--- src/rtl/comparator_seq_ctrl.sv ---
// comparator_seq_ctrl: sequential 8-bit magnitude comparator.
// Compares one 3-bit slice per cycle (LSB slice first) and carries the running
// lt/eq/gt result between slices; the final result is held until the next DONE.
// Optional build macro: COMPARATOR_SEQ_SIGNED_EN (two's complement operands).
module comparator_seq_ctrl (
    input  logic       clk,
    input  logic       rst,
    input  logic       start,
    input  logic [7:0] a,
    input  logic [7:0] b,
    input  logic       l,
    input  logic       e,
    input  logic       g,
    output logic       busy,
    output logic       done,
    output logic       lt,
    output logic       eq,
    output logic       gt
);

    localparam int unsigned OP_W    = 8;
    localparam int unsigned SLICE_W = 3;
    localparam int unsigned RES_W   = 3;

    // Carry/result encoding is {lt, eq, gt}
    localparam logic [RES_W-1:0] RES_LT = 3'b100;
    localparam logic [RES_W-1:0] RES_GT = 3'b001;

    typedef enum logic [2:0] {
        IDLE = 3'd0,
        S0   = 3'd1,
        S1   = 3'd2,
        S2   = 3'd3,
        DONE = 3'd4
    } state_t;

    state_t             state_q;
    state_t             state_d;
    logic [OP_W-1:0]    a_q;
    logic [OP_W-1:0]    b_q;
    logic [RES_W-1:0]   carry_q;
    logic [RES_W-1:0]   carry_d;
    logic               cap_en;
    logic               res_en;
    logic [SLICE_W-1:0] slice_a;
    logic [SLICE_W-1:0] slice_b;
    logic [RES_W-1:0]   slice_res;
    logic               a_msb;
    logic               b_msb;

`ifdef COMPARATOR_SEQ_SIGNED_EN
    // Flipping the sign bit maps two's complement order onto unsigned order
    assign a_msb = ~a_q[7];
    assign b_msb = ~b_q[7];
`else
    assign a_msb = a_q[7];
    assign b_msb = b_q[7];
`endif

    // Select the operand slice for the current compare step
    always_comb begin
        slice_a = '0;
        slice_b = '0;
        case (state_q)
            S0: begin
                slice_a = a_q[2:0];
                slice_b = b_q[2:0];
            end
            S1: begin
                slice_a = a_q[5:3];
                slice_b = b_q[5:3];
            end
            S2: begin
                slice_a = {1'b0, a_msb, a_q[6]};
                slice_b = {1'b0, b_msb, b_q[6]};
            end
            default: begin
                slice_a = '0;
                slice_b = '0;
            end
        endcase
    end

    // Slice compare: an unequal higher slice overrides the carried result
    always_comb begin
        slice_res = carry_q;
        if (slice_a > slice_b) begin
            slice_res = RES_GT;
        end else if (slice_a < slice_b) begin
            slice_res = RES_LT;
        end
    end

    // Next-state, carry update and capture/result enables
    always_comb begin
        state_d = state_q;
        carry_d = carry_q;
        cap_en  = 1'b0;
        res_en  = 1'b0;
        case (state_q)
            IDLE: begin
                if (start) begin
                    state_d = S0;
                    cap_en  = 1'b1;
                    carry_d = {l, e, g};
                end
            end
            S0: begin
                state_d = S1;
                carry_d = slice_res;
            end
            S1: begin
                state_d = S2;
                carry_d = slice_res;
            end
            S2: begin
                state_d = DONE;
                carry_d = slice_res;
                res_en  = 1'b1;
            end
            DONE: begin
                if (start) begin
                    state_d = S0;
                    cap_en  = 1'b1;
                    carry_d = {l, e, g};
                end else begin
                    state_d = IDLE;
                end
            end
            default: begin
                state_d = IDLE;
            end
        endcase
    end

    // State, operand, carry and registered output flops
    always_ff @(posedge clk) begin
        if (rst) begin
            state_q        <= IDLE;
            a_q            <= '0;
            b_q            <= '0;
            carry_q        <= '0;
            busy           <= 1'b0;
            done           <= 1'b0;
            {lt, eq, gt}   <= '0;
        end else begin
            state_q <= state_d;
            carry_q <= carry_d;
            if (cap_en) begin
                a_q <= a;
                b_q <= b;
            end
            if (res_en) begin
                {lt, eq, gt} <= slice_res;
            end
            busy <= (state_d == S0) || (state_d == S1) || (state_d == S2);
            done <= (state_d == DONE);
        end
    end

endmodule
--- config.mk ---
export PLATFORM = sky130hd
export DESIGN_NAME = comparator_seq_ctrl
export DESIGN_NICKNAME = d
export VERILOG_FILES = /design/src/rtl/comparator_seq_ctrl.sv
export SDC_FILE = /design/constraint.sdc
export NUM_CORES = 1
export LEC_CHECK = 0
export CAP_MARGIN = 15
export CORE_MARGIN = 2
export CORE_UTILIZATION = 50
export CTS_CLUSTER_SIZE = 20
export DETAILED_ROUTE_END_ITERATION = 10
export HOLD_SLACK_MARGIN = 0.08
export PLACE_DENSITY = 0.9
export RECOVER_POWER = 100
export SETUP_SLACK_MARGIN = 0.05
export SLEW_MARGIN = 20
export SYNTH_ARGS = -nofsm -noshare
export SYNTH_HDL_FRONTEND = slang
export SYNTH_SLANG_ARGS = --single-unit
--- constraint.sdc ---
create_clock -name clk -period 2.7 [get_ports clk]
set_input_delay 0.675 -clock clk [delete_from_list [all_inputs] [get_ports clk]]
set_output_delay 0.675 -clock clk [all_outputs]
set_load 0.005 [all_outputs]
==> results.json <==
{
  "htree_levels": 1,
  "drv_cap": 0,
  "clk_pin_slew_worst_paths_ns": 0.13,
  "synth_top_cell_area_share": 0.416,
  "tritoncts": "yes",
  "portBuffers": 26,
  "die_w_um": 55.0,
  "synth_commonest_cells": "28 x nand2_1, 27 x dfxtp_1, 10 x a21oi_2, 10 x nand2_2, 10 x nor2_1",
  "worstSetupEndpointType": "flop",
  "cp.required_ns": 2.96,
  "yosysTopAreaCell": "dfxtp_1",
  "ys_warn_count": 0,
  "synth_seq_cells": 27,
  "max_stage_delay_ns": 0.52,
  "first_pass_iters": 4,
  "crit_top_cell": "nand2_1",
  "fp-row-count": 18,
  "r2r_start": "state_q[1]",
  "clock_latency_ns": 0.33,
  "grt_usage": 0.199,
  "grt_max_degree": 22,
  "finalHoldViolations": 0,
  "route.detailed.drc": 0,
  "synth_edf_count": 0,
  "avgViaCountPerCell": 5.43,
  "first_iter_violations": 21,
  "synthToLayoutAreaGrowth_pct": 19.7,
  "drive_above_1_share": 0.195,
  "r2r-end": "carry_q[0]",
  "fin_crit_sh": 0.921,
  "dp_hpwl_mm": 1.93,
  "cp_max_fo": 13,
  "crit_buf_inv": 0,
  "avgRoutedWirePerCell_um": 13.0,
  "crit_chain": "nor2b_1 > a22o_1 > nand2_1 > ha_1 > nand2_1 > o21ai_0 > o221ai_1 > a211oi_2",
  "die-area_um2": 3020,
  "finish.net_count": 195,
  "synthArstFlopShare": 0,
  "die_y_um": 55.0,
  "coreArea_um2": 2480,
  "hold_slack_ns": 0.464,
  "cts_buffer_depth": 2,
  "crit_slowest_cell": "dfxtp_2",
  "report.power.total_uw": 795,
  "fmax_mhz": 402,
  "grt_pass1_wl_mm": 4.31,
  "netlist_area_um2": 1300,
  "cts_buffers": 3,
  "final_area_um2": 1560,
  "grt_pass1_vias": 1051,
  "num_vias": 1081,
  "yosysMostFrequentCell": "nand2_1",
  "syn_inst": 148,
  "seq_area_um2": 542,
  "gp_congestion": 0.746,
  "period_needed_ns": 2.49,
  "ir_drop_mv": 0.302,
  "path_delay_family": "compound AO/OA/AOI/OAI gates",
  "r2r_setup_slack_ns": 0.21,
  "n_antenna_cell": 0,
  "syn_nets": 173,
  "wl_mm": 2.58,
  "cp-start-kind": "flop",
  "syn_avg_cell_area_um2": 8.78,
  "path_class": "reg2reg",
  "root_buffer": "clkbuf_4",
  "hold_start": "gt",
  "pin_count": 27,
  "antenna_found_initial": 0,
  "grt_overflow_total": 0,
  "hold_class": "reg2reg",
  "ctsHoldBuffers": 0,
  "slew_viol_final": 0,
  "drtAntennaViolNets": 0,
  "tightest_slew_ns": 0.669,
  "fillerInstances": 227,
  "hold_depth": 2,
  "tns_ns": 0,
  "synthFlopType": "dfxtp_1",
  "synth_top_cells_by_area": "dfxtp_1 42%, nand2_1 8.1%, a21oi_2 6.7%",
  "cts_sinks": 27,
  "rr_worst_depth": 8,
  "fin_skew_ns": 0.00542,
  "multi_input_area_um2": 668,
  "status": "finished, final reports clean",
  "p_leak_uw": 0.000580,
  "hold_end": "gt",
  "synth.distinct_cells": 37,
  "relSlewSlack": 0.554,
  "rsz0062_at_grt": "no",
  "place_area_um2": 1540,
  "setup_viol": 0,
  "ys_seq_area_frac": 0.416,
  "p_per_area_nw_per_um2": 511,
  "start_util": 0.525,
  "cp.arrival_ns": 2.74
}
worst max-delay path by stage:
stage / startpoint / endpoint / slack (ns) / cells after the start
after floorplan: state_q[1] / carry_q[2] / 0.54 / 8
after global placement: state_q[1] / carry_q[2] / 0.35 / 7
after detailed placement: state_q[1] / carry_q[2] / 0.22 / 7
after CTS: state_q[1] / carry_q[0] / 0.19 / 8
after global routing: state_q[1] / carry_q[0] / 0.11 / 8
final: state_q[1] / carry_q[0] / 0.21 / 8
through the flow:
stage / utilization / setup WS (ns) / std cells
6_report: 0.628 / 0.213 / 199
5_1_grt: 0.628 / 0.110 / 199
4_1_cts: 0.634 / 0.186 / 199
3_5_place_dp: 0.623 / 0.217 / 195
3_3_place_gp: 0.623 / 0.349 / 195
2_1_floorplan: - / 0.542 / 148
logic make-up after synthesis:
kind of cell	count (synthesis)	share of synthesized area
AOI/OAI and AO/OA	39	0.229
adders and majority gates	3	0.0289
buffers and inverters	13	0.0587
DFF	27	0.416
muxes	5	0.0423
and+or+nand+nor	61	0.225
worst min-delay path: cells and delay by family (launching register included):
family          cells  cell delay [ns]
compound gates      1             0.05
simple gates        1             0.05
flops               1             0.33
registers in the layout, indices dropped and copies added, names as in the netlist:
| name | flops |
|---|---|
| busy | 1 |
| state_q | 3 |
| carry_q | 3 |
| a_q | 8 |
| done | 1 |
| lt | 1 |
| eq | 1 |
| gt | 1 |
| b_q | 8 |
placed cells by master (no fill, tap or decap), types with 2 or more instances in the layout:
master / netlist / layout
o221ai_1: 2 / 2
inv_1: 2 / 2
a22o_1: 3 / 3
dfxtp_1: 27 / 26
nand3_1: 2 / 2
nand2_2: 10 / 10
mux2_2: 4 / 4
dlygate4sd3_1: 0 / 7
and3_1: 2 / 2
o22ai_1: 2 / 2
a22oi_1: 3 / 3
buf_4: 2 / 2
nand2_1: 28 / 28
nor2_1: 10 / 10
clkbuf_4: 0 / 3
nor3_1: 2 / 3
a21oi_1: 9 / 11
ha_1: 3 / 3
a21oi_2: 10 / 8
a211oi_2: 2 / 2
clkdlybuf4s50_1: 0 / 19
per-layer routing:
layer,share of wire,GRT usage,vias to the layer above
met5,0,0,-
li1,-,-,553
met3,0.054,0.0403,5
met4,0.014,0.0854,0
met2,0.49,0.367,36
met1,0.44,0.220,487
where the power goes:
group	switching [uW]	internal [uW]
Combinational	84.9	83.5
Clock	114	58.1
Sequential	26.3	428
Total	225	569
final cells by class:
cell class              instances  share of cell area
clock buffers                   4              0.0169
inverters                       2             0.00482
multi-input cells             108               0.429
flip-flops and latches         27               0.348
well taps                      30              0.0241
repair buffers                 28               0.177
repair_timing:
item / CTS / global route
setup buffers: 0 / 0
gates resized for setup: 0 / 1
endpoints found under the setup margin: 0 / 3
Note: power is estimated with default switching activity, not from simulation.
